===== src/rtl/nfc_acg_arbiter.sv =====
// nfc_acg_arbiter: round-robin owner lock on the shared ACG port, with CA/control mux,
// ready/last-step routing back to the owner and a watchdog that force-releases hung owners.
module nfc_acg_arbiter #(
  parameter int          NumberOfReqs  = 4,
  parameter int          NumberOfWays  = 4,
  parameter logic [23:0] TimeoutCycles = 24'd1048576
) (
  input  logic                                 iSystemClock,
  input  logic                                 iReset,
  input  logic [NumberOfReqs-1:0]              iReq,
  input  logic [NumberOfReqs-1:0]              iLastStep,
  output logic [NumberOfReqs-1:0]              oGrant,
  output logic                                 oGrantValid,
  output logic                                 oTimeout,
  input  logic [8*NumberOfReqs-1:0]            iReqACG_Command,
  input  logic [3*NumberOfReqs-1:0]            iReqACG_CommandOption,
  input  logic [NumberOfWays*NumberOfReqs-1:0] iReqACG_TargetWay,
  input  logic [16*NumberOfReqs-1:0]           iReqACG_NumOfData,
  input  logic [NumberOfReqs-1:0]              iReqACG_CASelect,
  input  logic [40*NumberOfReqs-1:0]           iReqACG_CAData,
  output logic [8*NumberOfReqs-1:0]            oReqACG_Ready,
  output logic [8*NumberOfReqs-1:0]            oReqACG_LastStep,
  output logic [7:0]                           oACG_Command,
  output logic [2:0]                           oACG_CommandOption,
  output logic [NumberOfWays-1:0]              oACG_TargetWay,
  output logic [15:0]                          oACG_NumOfData,
  output logic                                 oACG_CASelect,
  output logic [39:0]                          oACG_CAData,
  input  logic [7:0]                           iACG_Ready,
  input  logic [7:0]                           iACG_LastStep
);
  localparam int IW = (NumberOfReqs > 1) ? $clog2(NumberOfReqs) : 1;
  typedef enum logic [2:0] {IDLE = 3'b001, BUSY = 3'b010, RELEASE = 3'b100} state_t;
  state_t                  state_q, state_d;
  logic [NumberOfReqs-1:0] grant_q, grant_d;
  logic [IW-1:0]           gidx_q, gidx_d, ptr_q, ptr_d, sel_idx, gidx_inc;
  logic [23:0]             wd_q, wd_d;
  logic                    busy, rel, wd_hit;
  int                      j, g;
  assign busy        = state_q == BUSY;
  assign rel         = iLastStep[gidx_q] | ~iReq[gidx_q];
  assign wd_hit      = (TimeoutCycles != 24'd0) && (wd_q == TimeoutCycles - 24'd1);
  assign gidx_inc    = (gidx_q == IW'(NumberOfReqs - 1)) ? '0 : gidx_q + IW'(1);
  assign g           = int'(gidx_q);
  assign oGrant      = grant_q;
  assign oGrantValid = |grant_q;
  assign oTimeout    = busy & wd_hit & ~rel;
  // Descending scan so the requester closest to the pointer overwrites the rest.
  always_comb begin
    sel_idx = '0;
    j = 0;
    for (int k = NumberOfReqs - 1; k >= 0; k--) begin
      j = (int'(ptr_q) + k) % NumberOfReqs;
      if (iReq[IW'(j)]) sel_idx = IW'(j);
    end
  end
  always_comb begin
    state_d = state_q;
    grant_d = grant_q;
    gidx_d  = gidx_q;
    ptr_d   = ptr_q;
    wd_d    = wd_q;
    case (state_q)
      IDLE: if (|iReq) begin
        state_d = BUSY;
        grant_d = NumberOfReqs'(1) << sel_idx;
        gidx_d  = sel_idx;
        wd_d    = '0;
      end
      BUSY: begin
        wd_d = (wd_q == '1) ? wd_q : wd_q + 24'd1;
        if (rel || wd_hit) begin
          state_d = RELEASE;
          grant_d = '0;
        end
      end
      default: begin
        state_d = IDLE;
        grant_d = '0;
        ptr_d   = gidx_inc;
      end
    endcase
  end
  always_ff @(posedge iSystemClock or negedge iReset) begin
    if (!iReset) begin
      state_q <= IDLE;
      grant_q <= '0;
      gidx_q  <= '0;
      ptr_q   <= '0;
      wd_q    <= '0;
    end else begin
      state_q <= state_d;
      grant_q <= grant_d;
      gidx_q  <= gidx_d;
      ptr_q   <= ptr_d;
      wd_q    <= wd_d;
    end
  end
  always_comb begin
    oACG_Command       = 8'h00;
    oACG_CommandOption = 3'd0;
    oACG_TargetWay     = '0;
    oACG_NumOfData     = 16'd0;
    oACG_CASelect      = 1'b1;
    oACG_CAData        = 40'd0;
    oReqACG_Ready      = '0;
    oReqACG_LastStep   = '0;
    if (busy) begin
      oACG_Command                = iReqACG_Command[8*g +: 8];
      oACG_CommandOption          = iReqACG_CommandOption[3*g +: 3];
      oACG_TargetWay              = iReqACG_TargetWay[NumberOfWays*g +: NumberOfWays];
      oACG_NumOfData              = iReqACG_NumOfData[16*g +: 16];
      oACG_CASelect               = iReqACG_CASelect[gidx_q];
      oACG_CAData                 = iReqACG_CAData[40*g +: 40];
      oReqACG_Ready[8*g +: 8]     = iACG_Ready;
      oReqACG_LastStep[8*g +: 8]  = iACG_LastStep;
    end
  end
endmodule


===== config.mk =====
export PLATFORM = sky130hd
export DESIGN_NAME = nfc_acg_arbiter
export DESIGN_NICKNAME = d
export VERILOG_FILES = /design/src/rtl/nfc_acg_arbiter.sv
export SDC_FILE = /design/constraint.sdc
export NUM_CORES = 1
export LEC_CHECK = 0
export ABC_CLOCK_PERIOD_IN_PS = 3200
export CAP_MARGIN = 20
export CORE_AREA = 3 3 175 177
export DETAILED_ROUTE_END_ITERATION = 10
export DIE_AREA = 0 0 178 180
export GPL_TIMING_DRIVEN = 0
export PLACE_DENSITY_LB_ADDON = 0.15
export SLEW_MARGIN = 25
export SYNTH_ARGS = -nofsm -noshare
export SYNTH_HDL_FRONTEND = slang
export SYNTH_SLANG_ARGS = --single-unit
export TNS_END_PERCENT = 20

===== constraint.sdc =====
create_clock -name iSystemClock -period 3.2 [get_ports iSystemClock]
set_clock_uncertainty 0.15 [all_clocks]
set_input_delay 0.32 -clock iSystemClock [delete_from_list [all_inputs] [get_ports iSystemClock]]
set_output_delay 0.32 -clock iSystemClock [all_outputs]
set_load 0.03 [all_outputs]

# --- After elaboration in Yosys (flattened, before gate mapping) ---
# Index checks and enable logic that the tools add are counted.
word_totals:
  latch_bits: 0
  in_bits: 314
  output_inout_bits: 142
  elab_cells: 90
  memories: 0
  regBits: 35
  rom_bits: 0
  mem_bits_rw: 0
op_classes:
  add_sub_neg: 6
  div_mod_pow: 0
  bitwise_logic: 7
  n_mul: 2
  eq_ne: 8
  order_cmp: 5
  n_reduce_logical: 8
  n_shift: 9
  muxes: 40
ops:
  columns: ["operator", "count"]
  rows:
  - ["variable part select 160 x 9 -> 40 bit", 1]
  - ["variable part select 8 x 33 -> 32 bit", 2]
  - ["bitwise AND 32 bit", 2]
  - ["two-way mux 32 bit", 2]
  - ["variable part select 64 x 7 -> 16 bit", 1]
  - ["two-way mux 24 bit", 2]
  - ["case mux 24 bit (2 select lines)", 1]
  - ["two-way mux 40 bit", 1]
  - ["negation 5 -> 33 bit", 1]
  - ["variable shift 8 x 33 -> 32 bit, first input constant", 1]
  - ["variable part select 32 x 6 -> 8 bit", 1]
  - ["adder 24 x 1 -> 24 bit, second input constant", 1]
  - ["equality test 24 x 20 -> 1 bit, second input constant", 1]
  - ["equality test 24 bit, second input constant", 1]
  - ["< comparator 2 x 4 -> 1 bit, second input constant", 4]
  - ["two-way mux 16 bit", 1]
  - ["variable part select 16 x 5 -> 4 bit", 1]
  - ["binary-select mux 1 bit (select 2 bit)", 7]
  - ["two-way mux 1 bit", 12]
  - ["two-way mux 4 bit", 3]
  - ["variable part select 12 x 5 -> 3 bit", 1]
  - ["two-way mux 2 bit", 5]
  - ["two-way mux 3 bit", 3]
  - ["two-way mux 8 bit", 1]
  - ["22 further kinds", 29]

# --- Longest topological paths before layout ---
# Gate-level depths: netlist of the first run.
logic_depth:
  depth_word: 11
  depth_mapped: 9

# --- Worst setup path before layout of the first run ---
# Ideal clock, no wire load.
synth_timing:
  path_type: "flip-flop to output port"
  start: "register gidx_q[1]"
  end: "output oReqACG_LastStep[6]"
  t_required_ns: 2.730
  path_stages_with_launch: 8
  setup_slack_ns: 0.292
  arrival_time_ns: 2.438
  path_cell_list: "dfrtp_1 -> buf_1 -> clkbuf_1 -> inv_1 -> ha_1 -> nor4b_2 -> clkbuf_1 -> and2_1"
synth_between:
  elab_chain_cells: 4
  word_cells_on_any_way: 5
  classes_between: "add/sub (1); shift (2); mux (1); bitwise (1)"
synth_lines:
  columns: ["element", "line", "rtl"]
  rows:
  - ["start, declared", "36", "logic [IW-1:0] gidx_q, gidx_d, ptr_q, ptr_d, sel_idx, gidx_inc;"]
  - ["start signal, assigned", "94", "gidx_q <= gidx_d;"]
  - ["negation 5 -> 33 bit (*)", "116", "oReqACG_LastStep[8*g +: 8] = iACG_LastStep;"]
  - ["variable part select 8 x 33 -> 32 bit or variable shift 8 x 33 -> 32 bit (tied branches)", "116", null]
  - ["bitwise AND 32 bit (no source line) (*)", null, null]
  - ["two-way mux 32 bit (*)", "108", "if (busy) begin"]
  - ["end, declared", "22", "output logic [8*NumberOfReqs-1:0] oReqACG_LastStep,"]
# Every way passes the cells marked *; elsewhere a longest branch is shown, timed or not.

# --- Worst setup path after layout of the first run ---
layout_timing:
  start: "register gidx_q[1]"
  end: "output oReqACG_Ready[9]"
layout_between:
  elab_chain_cells: 4
  word_cells_on_any_way: 5
  classes_between: "add/sub (1); shift (2); mux (1); bitwise (1)"
layout_lines:
  columns: ["element", "line", "rtl"]
  rows:
  - ["negation 5 -> 33 bit (*)", "115", "oReqACG_Ready[8*g +: 8] = iACG_Ready;"]
  - ["variable part select 8 x 33 -> 32 bit or variable shift 8 x 33 -> 32 bit (tied branches)", "115", null]
  - ["bitwise AND 32 bit (no source line) (*)", null, null]
  - ["two-way mux 32 bit (*)", "108", null]
  - ["end, declared", "21", "output logic [8*NumberOfReqs-1:0] oReqACG_Ready,"]
# Marks and branches as above.

==> results of run 1 <==
==> report_power, final <==
| group | total, µW | switching, µW | internal (µW) |
|---|---|---|---|
| clock | 479 | 175 | 304 |
| combinational | 4240 | 2170 | 2060 |
| sequential | 618 | 92.4 | 526 |
==> metrics by stage <==
| stage | instance area (µm²) | setup WS, ns | TNS, ns | hold WS (ns) | util |
|---|---|---|---|---|---|
| floorplan | 4710 | 0.292 | 0 | -0.126 | - |
| global placement | 9760 | -1.72 | -110.55 | 0.380 | 0.332 |
| detailed placement | 9780 | -1.70 | -107.84 | 0.173 | 0.333 |
| CTS | 10100 | 0.00233 | 0 | 0.385 | 0.344 |
| global route | 10100 | -0.0426 | -0.321 | 0.427 | 0.342 |
| finish | 10100 | 0.0623 | 0 | 0.379 | 0.343 |
==> layout by cell type (no fill, tap or decap), drive strengths merged, types with 3 or more instances in the layout <==
cell type,instances
o31ai,7
or4,8
and4,10
nand2,22
xor2,3
and3,4
clkdlybuf4s15,39
nor2,14
xnor2,5
nand3,11
and2,138
clkdlybuf4s50,389
nand2b,5
ha,7
clkbuf,37
dfrtp,34
buf,20
a21oi,13
nor3b,3
or3,5
o211ai,5
dlygate4sd2,12
inv,10
o21ai,9
nor4,7
mux4,72
nand4,6
a22o,5
diode,6
==> repair_timing <==
action | 4_1_cts | 5_1_grt
endpoints found under the setup margin | 137 | 77
hold endpoints to repair | 19 | 0
hold buffers | 1 | 0
cloned | 0 | 0
gates resized for setup | 190 | 40
pin swaps | 2 | 0
buffers inserted | 3 | 0
==> state kept, by name, indices dropped and copies added (netlist names) <==
name / flops
oGrant: 4
gidx_q: 2
ptr_q: 2
wd_q: 24
state_q: 3
==> how the worst min path moves through the flow <==
stage	start	endpoint	slack, ns
finish	oGrant[2]	oGrant[2]	0.38
global route	ptr_q[0]	ptr_q[0]	0.43
floorplan	iReset	gidx_q[0]	-0.13
CTS	oGrant[2]	oGrant[2]	0.39
global placement	oGrant[0]	oGrant[0]	0.38
detailed placement	iReset	oGrant[0]	0.17
==> layout make-up <==
cell class              count  area (µm²)  area share
repair buffers            460        4590       0.455
multi-input cells         379        3660       0.364
flip-flops and latches     35         880      0.0873
well taps                 390         488      0.0484
plain buffers              35         262      0.0259
clock buffers               6         139      0.0138
inverters                  10        37.5     0.00372
diodes                      6        15.0     0.00149
clock inverters             1        5.00    0.000497
==> layer usage <==
metal | track usage | up-vias
li1 | - | 2694
met1 | 0.224 | 2790
met2 | 0.321 | 213
met3 | 0.0406 | 18
met4 | 0.0236 | 2
met5 | 0 | -
==> cells by family after synthesis <==
family | after synthesis | share of synthesized area
compound gates | 52 | 0.0794
xor+xnor | 8 | 0.0149
flops | 35 | 0.186
mux | 76 | 0.353
fa+ha+maj | 7 | 0.0186
simple gates | 236 | 0.305
buf+inv | 45 | 0.0430
==> worst max-delay path, delay by kind of cell, from the launching register on <==
family,cells,cell delay (ns)
buf+inv,5,1.05
simple gates,3,0.45
flops,1,0.43
fa+ha+maj,1,0.43
==> results_dict.tcl, run 1 <==
set metrics [dict create \
    status "finished clean" \
    critical_path.max_stage_delay_ns 0.43 \
    slew_violations 0 \
    dpl.hpwl_mm 26.1 \
    finalCritPeriodShare 0.981 \
    io_pins 456 \
    synthArstFlopShare 1.00 \
    r2r_end "wd_q[16]" \
    crit_chain "buf_6 -> clkbuf_8 -> inv_1 -> ha_2 -> nand2_1 -> nor2_4 -> clkbuf_4 -> and2_1 -> clkdlybuf4s15_2" \
    cts_root_buf "clkbuf_16" \
    drc 0 \
    core_area_um2 29400 \
    worstHoldPathCells 1 \
    drv_cap 0 \
    h-tree-depth 2 \
    via_count 5717 \
    wl_per_cell_um 23.1 \
    met2_length_mm 15.7 \
    initial_core_util 0.160 \
    critPathLaunchType "flip-flop" \
    seq_area_frac_synth 0.186 \
    clock_sinks 35 \
    synth_top_area_share 0.344 \
    grt_max_degree 21 \
    grt_first_pass_wirelength_mm 42.5 \
    route.met3.wl_mm 2.18 \
    yosysTopAreaCell "mux4_2" \
    p_leak_uw 0.00379 \
    reg2reg_depth 6 \
    clk_latency_ns 0.27 \
    peakVddDrop_mv 0.220 \
    top_layer "met5" \
    maxClockFrequency_mhz 319 \
    track_usage 0.179 \
    synth_seq_cells 35 \
    final_cells 1322 \
    die_w_um 178 \
    syn_area_um2 4710 \
    finalPower_uw 5330 \
    yosys_warnings 0 \
    fp-row-count 63 \
    tritoncts "built" \
    dp_cells 1305 \
    min_path_type "flip-flop to flip-flop" \
    drt_iter0_drc 210 \
    setup_viol 0 \
    die_h_um 180 \
    cts_buffers 5 \
    hold_violations 0 \
    antenna_found_initial 7 \
    crit_slowest_cell "dfrtp_2" \
    cts.path.max_buffers 2 \
    crit_start "gidx_q[1]" \
    layout_min_cycle_time_ns 3.14 \
    drt_first_pass_iters 4 \
    r2r_start "state_q[0]" \
    p_per_area_nw_per_um2 529 \
    drt-total-wl_mm 30.5 \
    synthTopCellsByArea "mux4_2 34%, and2_1 18%, dfrtp_1 18%, ha_1 1.9%, nand2_1 1.8%" \
    rsz0062_at_grt "true" \
    reg2reg_slack_ns 0.66 \
    overflow 0 \
    nFillCells 2996 \
    synth_commonest_cells "138 x and2_1, 72 x mux4_2, 34 x dfrtp_1, 22 x nand2_1, 21 x clkbuf_1" \
    syn-instance-count 459 \
    synth_edf_count 0 \
    synth_nets 780 \
    cp_data_arrival_time_ns 2.67 \
    synthFlopType "dfrtp_1" \
    drive_gt1_frac 0.199 \
    relSlewSlack 0.494 \
    path_clk_slew_ns 0.06 \
    postRouteAntennaNets 0 \
    io_buffers 455 \
    crit_type "flip-flop to output pin" \
    worst_slew_pin_slew_ns 0.753 \
    synth_cell_type_count 50 \
    gp_congestion 0.876 \
    setup.worst_path.end "oReqACG_Ready[9]" \
    finalNetCount 1247 \
    endpoint_kind "output pin" \
    worst-path-max-fanout 10 \
    first_global_vias 5852 \
    syn2layout_area_growth_pct 114 \
    die-area_um2 32000 \
    met1_length_mm 12.3 \
    yosysMostFrequentCell "and2_1" \
    vias_per_cell 4.32 \
    syn_area_per_cell_um2 10.3 \
    critical_path_required_ns 2.73 \
]
No activity file was read; power rests on OpenSTA's default activity.
==> run 2: changes to the inputs <==
Settings changed: CORE_AREA 3 3 175 177 to 2 2 179 181, DIE_AREA 0 0 178 180 to 0 0 181 183.
==> run 2 against run 1 <==
  * First-iteration DRC count grew 32%
  * Total power about the same
  * Fmax is 0.72% higher
  * Cell area grew 0.66%
  * Global-route usage fell by 0.85 points
  * Clock power grew 4%
  * Register-to-register slack worse by 0.05 ns
  * Hold slack worse by 0.0082 ns
  * Utilization decreased by 1.8 points
  * Sequential share of layout area decreased by 0.057 points
  * Sequential cell count stayed put
  * Worst setup slack better by 0.022 ns
==> results_dict.tcl, run 2 (synthesized netlist as in run 1, its figures left out) <==
set metrics [dict create \
    top_register "wd_q" \
    grt_first_pass_wirelength_mm 41.6 \
    hold_ws_ns 0.371 \
    critical-path-top-delay-family "buffers and inverters" \
    via_count 5727 \
    die_h_um 183 \
    clk_latency_ns 0.29 \
    dpl.hpwl_mm 25.2 \
    tritoncts "built" \
    worst-path-buf-inv 3 \
    final_cell_mix "383 x clkdlybuf4s50_1, 138 x and2_1, 72 x mux4_2" \
    setup-tns-final_ns 0 \
    setup_viol 0 \
    worst_slew_pin_slew_ns 0.720 \
    status "finished clean" \
    largest_register_ff_count 24 \
    die_w_um 181 \
    drc 0 \
    wl_per_cell_um 22.2 \
    multi_input_area_um2 3680 \
    critical_path_required_ns 2.73 \
    hold_violations 0 \
    maxClockFrequency_mhz 321 \
    cp_data_arrival_time_ns 2.65 \
    peakVddDrop_mv 0.284 \
    crit_chain "buf_6 -> buf_1 -> mux4_2 -> and2_1 -> clkdlybuf4s50_1" \
    vias_per_cell 4.28 \
    initial_core_util 0.151 \
    die-area_um2 33100 \
    core_area_um2 31200 \
    fp-row-count 65 \
    antenna_found_initial 8 \
    first_global_vias 5805 \
    clock_sinks 35 \
    rsz0062_at_grt "true" \
    finalCritPeriodShare 0.974 \
    postRouteAntennaNets 0 \
    place_area_um2 9800 \
    final_common_cell "clkdlybuf4s50_1" \
    track_usage 0.171 \
    drv_cap 0 \
    regArea_um2 880 \
    layout_min_cycle_time_ns 3.12 \
    reg2reg_slack_ns 0.61 \
    io_pins 456 \
    path_clk_slew_ns 0.07 \
    grt_max_degree 21 \
    finalNetCount 1249 \
    h-tree-depth 2 \
    min_path_type "input pin to async pin" \
    overflow 0 \
    drive_gt1_frac 0.195 \
    r2r_start "state_q[0]" \
    worst-path-max-fanout 10 \
    drt_first_pass_iters 4 \
    drt_iter0_drc 277 \
    io_buffers 455 \
    stdcell_area_um2 10100 \
    endpoint_kind "output pin" \
    crit_start "gidx_q[1]" \
    critPathLaunchType "flip-flop" \
    relSlewSlack 0.516 \
    slew_violations 0 \
    cts_root_buf "clkbuf_16" \
    critical_path.max_stage_delay_ns 0.65 \
    drt-total-wl_mm 29.7 \
    p_per_area_nw_per_um2 526 \
    crit_type "flip-flop to output pin" \
    cts_buffers 5 \
    gp_congestion 0.813 \
    p_leak_uw 0.00390 \
    syn2layout_area_growth_pct 115 \
    nFillCells 3254 \
    crit_slowest_cell "clkdlybuf4s50_1" \
    cts.path.max_buffers 2 \
]
[run 2: final cells by class]
type,instances,share of cell area
flip-flops and latches,35,0.0867
plain buffers,35,0.0244
diodes,6,0.00148
well taps,402,0.0496
inverters,10,0.00370
clock inverters,3,0.00234
clock buffers,5,0.0123
repair buffers,462,0.457
multi-input cells,379,0.363
[run 2: final timing paths]
| check | endpoint | cells past startpoint |
|---|---|---|
| min in group iSystemClock | ptr_q[0] | 2 |
| worst max-delay path | oACG_CAData[14] | 5 |
| max in group asynchronous | state_q[0] | 3 |
| worst min register to register | ptr_q[0] | 2 |
| worst max register to register | wd_q[16] | 6 |
| worst min-delay path | wd_q[21] | 2 |
[run 2: per-stage QoR]
stage          setup WS (ns)  std cells  power, µW  utilization
2_1_floorplan          0.292        459       3090            -
3_3_place_gp           -1.99       1316       4780        0.313
3_5_place_dp           -1.99       1317       4780        0.314
4_1_cts              0.00665       1331       5410        0.324
5_1_grt              -0.0829       1336       5670        0.325
6_report              0.0846       1337       5340        0.325
[run 2: layer usage]
metal	routed length (µm)	up-vias	track usage
met5	27	-	0
met4	493	4	0.0426
met3	2140	26	0.0477
met2	15400	197	0.311
met1	11700	2801	0.198
li1	-	2699	-
[run 2: where the power goes]
part	switching [µW]	internal, µW	total, µW
clock network	206	291	497
registers	87.1	525	613
logic	2150	2070	4230
[run 2: what timing repair did]
| item | CTS | global route |
|---|---|---|
| setup endpoints to repair | 138 | 99 |
| buffers inserted | 5 | 0 |
| hold buffers | 1 | 0 |
| endpoints found under the hold margin | 15 | 0 |
| pin swaps | 3 | 1 |
| resized for setup | 177 | 42 |
==> run 3: changes to the inputs <==
Settings changed: DONT_BUFFER_PORTS set to 1, GPL_ROUTABILITY_DRIVEN set to 0.
==> run 3 against run 2 <==
  * Register-to-register slack barely moved
  * Routed wire length down 20%
  * Cell area down 45%
  * Utilization shrank 15 points
  * Final cell count fell by 34%
  * Clock power increased by 29%
  * Global-route usage fell by 4.4 points
  * Sequential power increased by 6.9%
  * Critical path type unchanged
==> results_dict.tcl, run 3 (synthesized netlist as in run 1, its figures left out) <==
set metrics [dict create \
    status "finished clean" \
    setup_viol 0 \
    clk_latency_ns 0.28 \
    dp_cells 861 \
    core_area_um2 31200 \
    worst-path-max-fanout 10 \
    final_cell_mix "106 x and2_1, 72 x mux4_2, 33 x dfrtp_1" \
    cts_root_buf "clkbuf_16" \
    clock_sinks 35 \
    via_count 4279 \
    top_register "wd_q" \
    antenna_found_initial 19 \
    setup-tns-final_ns 0 \
    track_usage 0.127 \
    drt_first_pass_iters 4 \
    drt-total-wl_mm 23.7 \
    grt_max_degree 36 \
    largest_register_ff_count 24 \
    initial_core_util 0.151 \
    overflow 0 \
    min_path_type "input pin to flip-flop" \
    internal-power_uw 2230 \
    crit_type "flip-flop to output pin" \
    power.share.combinational 0.716 \
    die_h_um 183 \
    peakVddDrop_mv 0.277 \
    cts.path.max_buffers 2 \
    grt_first_pass_wirelength_mm 30.6 \
    p_per_area_nw_per_um2 814 \
    path_clk_slew_ns 0.06 \
    finalNetCount 791 \
    dpl.hpwl_mm 19.6 \
    drv_cap 0 \
    critical_path_required_ns 2.73 \
    hold_violations 0 \
    drive_gt1_frac 0.331 \
    critPathLaunchType "flip-flop" \
    io_buffers 0 \
    drt_iter0_drc 281 \
    relSlewSlack 0.515 \
    io_pins 456 \
    swShare 0.511 \
    syn2layout_area_growth_pct 18.9 \
    cp_data_arrival_time_ns 2.59 \
    fp-row-count 65 \
    p_leak_uw 0.00197 \
    die-area_um2 33100 \
    rsz0062_at_grt "false" \
    layout_min_cycle_time_ns 3.06 \
    finalCritPeriodShare 0.957 \
    clkPwrFrac 0.141 \
    endpoint_kind "output pin" \
    switching_power_uw 2330 \
    tritoncts "built" \
    maxClockFrequency_mhz 327 \
    wl_per_cell_um 26.7 \
    seqPwrFrac 0.144 \
    final_cells 888 \
    h-tree-depth 2 \
    worst_slew_pin_slew_ns 0.721 \
    final_common_cell "and2_1" \
    slew_violations 0 \
    cts_buffers 5 \
    first_global_vias 4179 \
    vias_per_cell 4.82 \
    drc 0 \
    die_w_um 181 \
    postRouteAntennaNets 0 \
]
-- run 3: cell types whose count changed in the layout (fill, tap and decap cells not counted), moves of 7 or more --
cell | previous run | this run
and2_1 | 138 | 106
diode_2 | 6 | 15
dlymetal6s2s_1 | 7 | 0
clkdlybuf4s50_1 | 383 | 0
dlygate4sd2_1 | 16 | 0
and2_2 | 0 | 32
clkdlybuf4s15_2 | 36 | 0
-- run 3: final timing paths --
path	startpoint	to	slack (ns)	depth (start not counted)
max reg2reg	state_q[0]	wd_q[2]	0.60	6
min in group asynchronous	iReset	wd_q[21]	0.33	2
max in group asynchronous	iReset	state_q[0]	2.29	2
min reg2reg	ptr_q[0]	ptr_q[0]	0.39	2
max	gidx_q[0]	oReqACG_Ready[17]	0.14	7
min	iReq[3]	gidx_q[1]	0.28	2
-- run 3: power by group through the flow --
stage               clock network, µW  registers (µW)  logic [µW]
floorplan                           0             627        2460
global placement                    0             671        3170
detailed placement                  0             671        3200
CTS                               654             656        3320
global route                      675             666        3490
finish                            642             655        3260
-- run 3: through the flow --
stage                     power (µW)  worst slack [ns]  cell area (µm²)   util  hold slack (ns)
after detailed placement        3870             -1.68             5220  0.167           -0.124
final                           4560             0.138             5610  0.179            0.284
after global routing            4830          0.000984             5610  0.179            0.312
after CTS                       4640           0.00507             5550  0.178            0.291
after floorplan                 3090             0.292             4710      -           -0.126
after global placement          3840             -1.57             5220  0.167           -0.124
-- run 3: layout make-up --
type / count / area [µm²]
antenna: 15 / 37.5
buffer: 34 / 203
clock buffer: 5 / 125
clock inverter: 3 / 67.6
fill: 3468 / 25600
inverter: 10 / 37.5
multi-input combinational: 379 / 3700
sequential: 35 / 878
tap: 402 / 503
timing repair buffer: 5 / 52.6
-- run 3: per-layer routing --
layer,share of wire,track usage,vias to the layer above
met3,0.075,0.0228,44
li1,-,-,1783
met1,0.41,0.165,2175
met5,0.0023,0,-
met2,0.48,0.210,269
met4,0.033,0.0517,8
-- run 3: worst max-delay path: stages, from the launching register on --
cell	delay, ns
dfrtp_1	0.41
clkbuf_8	0.25
buf_6	0.21
inv_1	0.11
ha_2	0.42
and4_2	0.38
clkbuf_2	0.23
and2_2	0.27
-- run 3: what timing repair did --
item | 4_1_cts | 5_1_grt
hold buffers | 2 | 0
endpoints found under the hold margin | 35 | 0
buffers inserted | 3 | 0
setup endpoints to repair | 123 | 45
pin swaps | 2 | 0
resized for setup | 46 | 12
==> RTL change 1, RTL diff (config.mk and constraints of run 1) <==
`NumberOfReqs`: 4 -> 2.
--- a/src/rtl/nfc_acg_arbiter.sv
+++ b/src/rtl/nfc_acg_arbiter.sv
@@ -2,5 +2,5 @@
 // ready/last-step routing back to the owner and a watchdog that force-releases hung owners.
 module nfc_acg_arbiter #(
-  parameter int          NumberOfReqs  = 4,
+  parameter int          NumberOfReqs  = 2,
   parameter int          NumberOfWays  = 4,
   parameter logic [23:0] TimeoutCycles = 24'd1048576
Interface: changed (11 resized); port bits go from 456 to 274. No check against the original RTL was run, so the function may have changed too.
==> RTL change 1 against run 1 <==
Sequential cell count decreased by 4; routed wire length down 47%; area after synthesis is 35% lower; hold slack got worse by 0.025 ns; power down 38%; count of clock-buffer cells in the layout decreased by 1; largest cell class unchanged; worst setup slack gained 0.047 ns; sequential share of layout area grew 3.4 points; final area shrank 37%.
==> RTL change 1: results (changes against run 1) <==
outcome: "finished clean"
dpl.hpwl_mm: 13.42  # -49%
dp_slack_ns: -0.09326  # +1.605 ns
vias: 3890  # -32%
cts_setup_buffers: 0  # -3
synth-compound-area-share_pct: 12.25  # +4.3 points
ys_top_cells_by_area: "dfrtp_1, mux2i_1, nor2_1, and3_1, and2_1"
post_dp_cell_area_sq_um: 6287  # -36%
drt_iter0_drc: 190  # -9.5%
vias_per_cell: 3.659  # -15%
report.power.total_mw: 3.330  # -38%
place_inst: 1053  # -19%
irDropWorstVdd_v: 0.0002119  # -3.7%
antenna_found_initial: 0  # -7
fillCellCount: 3278  # +9.4%
nNetsFinal: 838  # -33%
drv_cap: 0  # unchanged
muxShareOfSynthArea_pct: 24.00  # -11 points
reg2reg_from: "wd_q[0]$_DFFE_PN0P_"
ys_seq_area_share_pct: 25.52  # +6.9 points
grt_max_degree: 17  # -19%
maxSlewViolCount: 0  # unchanged
power_clock_mw: 0.461  # -4%
synthTopCellsByCount: "nor2_1, mux2i_1, dfrtp_1, nand2_1, and3_1"
syn_nets: 556  # -29%
clockBufferDepth: 2  # unchanged
cpPeakStageDelay_ns: 0.70  # +0.27 ns
synth-adder-area-share_pct: 0.4110  # -1.4 points
yosysWarnings: 0  # unchanged
slowest_stage: "clkdlybuf4s50_1"
drive_above_1_share_pct: 8.036  # -12 points
min_from: "wd_q[6]$_DFFE_PN0P_"
hold_end: "wd_q[6]$_DFFE_PN0P_"
grt_pass1_vias: 3993  # -32%
pg_comb_mw: 2.36  # -44%
cp_max_fo: 10  # unchanged
yosys.area_share.xor_xnor_pct: 0  # -1.5 points
globalplace.congestion: 0.7329  # -16%
reg2reg_slack_ns: 0.97  # +0.31 ns
port_buffers: 273  # -40%
grt_pass1_wl_mm: 24.11  # -43%
fin_hold_ws_ns: 0.3533  # -0.02535 ns
cts_resized: 85  # -55%
swShare_pct: 49.40  # +3.7 points
tightestPinTransition_ns: 0.7523  # -0.0003414 ns
track_usage_pct: 9.676  # -8.3 points
p_leak_nw: 2.932  # -23%
ys_types: 44  # -12%
worstReg2RegEnd: "wd_q[8]$_DFFE_PN0P_"
htree_levels: 2  # unchanged
ctsHoldBuffers: 1  # unchanged
wl_mm: 16.12  # -47%
cp_top_family: "buffers and inverters"
insertion_delay_ns: 0.28
ff2ff_path_depth: 7  # +1
syn_inst: 389  # -15%
==> RTL change 1: cell types whose count changed in the layout (fill, tap and decap cells not counted), moves of 12 or more <==
cell	change
mux4_2	-72
o21ai_0	+12
and2_1	-120
mux2i_1	+71
dlygate4sd2_1	+44
and3_1	+19
clkdlybuf4s15_2	-36
nor2_1	+71
clkdlybuf4s50_1	-195
==> RTL change 1: worst max-delay path by stage <==
stage | from | endpoint | slack (ns) | cells after the start
2_1_floorplan | wd_q[0]$_DFFE_PN0P_ | oTimeout | 0.80 | 5
5_1_grt | gidx_q$_DFFE_PN0P_ | oACG_Command[7] | -0.04 | 5
6_report | state_q[2]$_DFFE_PN0P_ | oACG_Command[7] | 0.11 | 5
3_5_place_dp | state_q[0]$_DFFE_PN1P_ | oACG_CAData[23] | -0.09 | 6
3_3_place_gp | state_q[0]$_DFFE_PN1P_ | oACG_CAData[24] | -0.12 | 6
4_1_cts | state_q[2]$_DFFE_PN0P_ | oReqACG_Ready[1] | -0.07 | 5
==> RTL change 1: cell type report <==
class                   count  area, sq um  share of cell area [%]
diodes                      1        2.502                 0.03916
plain buffers              28        152.6                   2.389
clock buffers               5        125.1                   1.958
clock inverters             3        15.01                  0.2350
inverters                   2        7.507                  0.1175
multi-input cells         328         2137                   33.44
flip-flops and latches     31        777.0                   12.16
well taps                 390        488.0                   7.637
repair buffers            275         2685                   42.02
==> RTL change 1: routing by layer <==
layer / vias to the layer above / global-route usage (%) / part of all wire (%)
met5: - / 0 / 0
met4: 0 / 1.979 / 1.1
met3: 9 / 1.986 / 5.5
met2: 145 / 18.31 / 53
met1: 1773 / 11.04 / 40
li1: 1963 / - / -
==> RTL change 2, RTL diff (config.mk and constraints of run 1) <==
Without the edit above. Add an input register stage for `iReqACG_TargetWay`, without a reset; this delays it by one clock. The other inputs are not delayed to match.
--- a/src/rtl/nfc_acg_arbiter.sv
+++ b/src/rtl/nfc_acg_arbiter.sv
@@ -32,4 +32,11 @@
   localparam int IW = (NumberOfReqs > 1) ? $clog2(NumberOfReqs) : 1;
   typedef enum logic [2:0] {IDLE = 3'b001, BUSY = 3'b010, RELEASE = 3'b100} state_t;
+
+  logic [NumberOfWays*NumberOfReqs-1:0] iReqACG_TargetWay_q;
+
+  always_ff @(posedge iSystemClock) begin
+    iReqACG_TargetWay_q <= iReqACG_TargetWay;
+  end
+
   state_t                  state_q, state_d;
   logic [NumberOfReqs-1:0] grant_q, grant_d;
@@ -109,5 +116,5 @@
       oACG_Command                = iReqACG_Command[8*g +: 8];
       oACG_CommandOption          = iReqACG_CommandOption[3*g +: 3];
-      oACG_TargetWay              = iReqACG_TargetWay[NumberOfWays*g +: NumberOfWays];
+      oACG_TargetWay              = iReqACG_TargetWay_q[NumberOfWays*g +: NumberOfWays];
       oACG_NumOfData              = iReqACG_NumOfData[16*g +: 16];
       oACG_CASelect               = iReqACG_CASelect[gidx_q];
Check against the original RTL: not equivalent (Yosys sat finds a counterexample within 4 cycles, from zero or initial values and one cycle with iReset low).
==> RTL change 2 against run 1 <==
Final area is 3.2% higher; worst setup slack better by 0.015 ns; core utilization is 1.1 points higher; critical path type unchanged; routed wire length increased by 0.64%; sequential cell count rose by 16; power up 5.8%; critical endpoint is now oACG_CAData[25]; sequential share of layout area up 2.8 points; largest power group unchanged; area after synthesis grew 5.7%.
==> RTL change 2: results (changes against run 1) <==
top_layer: "met5"
drtPass1Iterations: 4  # unchanged
regMostFlops: "wd_q"
yosysWarnings: 0  # unchanged
track_usage_pct: 18.20  # +0.26 points
grt_max_degree: 26  # +24%
synthTopCellsByCount: "and2_1, mux4_2, dfrtp_1, a21oi_1, nand2_1"
clockBufferDepth: 2  # unchanged
grt_use_met3_pct: 5.471  # +1.4 points
wl_per_cell_um: 22.90  # -0.86%
nNetsFinal: 1270  # +1.8%
clk_pin_slew_ns: 0.07
cp.arrival_ns: 2.65  # -0.02 ns
slowest_stage: "clkdlybuf4s50_1"
syn_nets: 799  # +2.4%
p_leak_nw: 3.944  # +4.1%
muxShareOfSynthArea_pct: 33.40  # -1.9 points
outcome: "finished clean"
grtUsageMet2_pct: 33.32  # +1.2 points
dpl.hpwl_mm: 26.45  # +1.4%
vias_per_cell: 4.321  # about the same
htree_levels: 2  # unchanged
cp_top_family: "buffers and inverters"
wl_met2_mm: 16.07  # +2.6%
insertion_delay_ns: 0.30  # +0.03 ns
antenna_found_initial: 5  # -2
fillCellCount: 2995  # -0.033%
grt_util_met1_pct: 21.19  # -1.2 points
tightestPinTransition_ns: 0.7348  # -0.01789 ns
wirelength_met1_mm: 11.76  # -4.7%
min_path_type: "in2async"
wl_met3_mm: 2.576  # +18%
port_buffers: 455  # unchanged
drive_above_1_share_pct: 19.68  # -0.19 points
synth-adder-area-share_pct: 1.758  # -0.10 points
dp_slack_ns: -1.785  # -0.08709 ns
drt_iter0_drc: 251  # +20%
ys_seq_area_share_pct: 24.03  # +5.4 points
ys_types: 53  # +6.0%
grt_pass1_wl_mm: 42.78  # +0.57%
globalplace.congestion: 0.9309  # +6.2%
irDropWorstVdd_v: 0.0003024  # +37%
async_flop_share_pct: 68.63  # -31 points
ys_top_cells_by_area: "mux4_2, and2_1, dfrtp_1, dfxtp_1, a21oi_1"
grt_pass1_vias: 5863  # +0.19%
post-route-drc-count: 0  # unchanged
cpPeakStageDelay_ns: 0.66  # +0.23 ns
synth-compound-area-share_pct: 7.785  # -0.15 points
yosys.area_share.xor_xnor_pct: 0.5274  # -0.96 points
cts-root-buf: "clkbuf_16"
numCtsBuffers: 5  # unchanged
## RTL change 2: cell type report
class	instances	area [sq um]	area share (%)
repair buffers	465	4591	44.14
multi-input cells	382	3628	34.89
flip-flops and latches	51	1200	11.54
well taps	390	488.0	4.691
plain buffers	35	269.0	2.586
clock buffers	7	175.2	1.684
inverters	9	33.78	0.3248
clock inverters	1	11.26	0.1083
diodes	2	5.005	0.04812
## RTL change 2: repair_timing
action	in CTS	in global routing
resized for setup	223	49
setup endpoints to repair	137	119
gates cloned	1	1
pin swaps	3	2
setup buffers	6	0
hold endpoints to repair	10	0
hold buffers	1	0
## RTL change 2: path summary, 6_finish.rpt
path,from,end,slack (ns),cells after the start
setup / recovery,gidx_q[1]$_DFFE_PN0P_,oACG_CAData[25],0.08,5
hold / removal,iReset,wd_q[6]$_DFFE_PN0P_,0.29,2
setup reg to reg,wd_q[1]$_DFFE_PN0P_,wd_q[4]$_DFFE_PN0P_,0.52,8
hold reg to reg,wd_q[8]$_DFFE_PN0P_,wd_q[8]$_DFFE_PN0P_,0.34,1
max in group asynchronous,iReset,state_q[0]$_DFFE_PN1P_,2.10,3
min in group iSystemClock,iReqACG_TargetWay[8],iReqACG_TargetWay_q[8]$_DFF_P_,0.31,1
## RTL change 2: power breakdown
group / switching (mW) / internal [mW] / leakage [nW]
Clock: 0.252 / 0.391 / 0.0923
Sequential: 0.0935 / 0.734 / 0.606
Combinational: 2.11 / 2.07 / 3.25
Total: 2.45 / 3.19 / 3.94
## RTL change 2: per-stage QoR
step                      power [mW]  std cells  TNS [ns]  cell area, sq um
final                          5.642       1342         0             10400
after global routing           5.972       1342   -0.9095             10400
after CTS                      5.683       1340  -0.03853             10440
after detailed placement       4.901       1324   -114.06             10040
after global placement         4.904       1323   -117.71             10020
after floorplan                3.247        478         0              4982
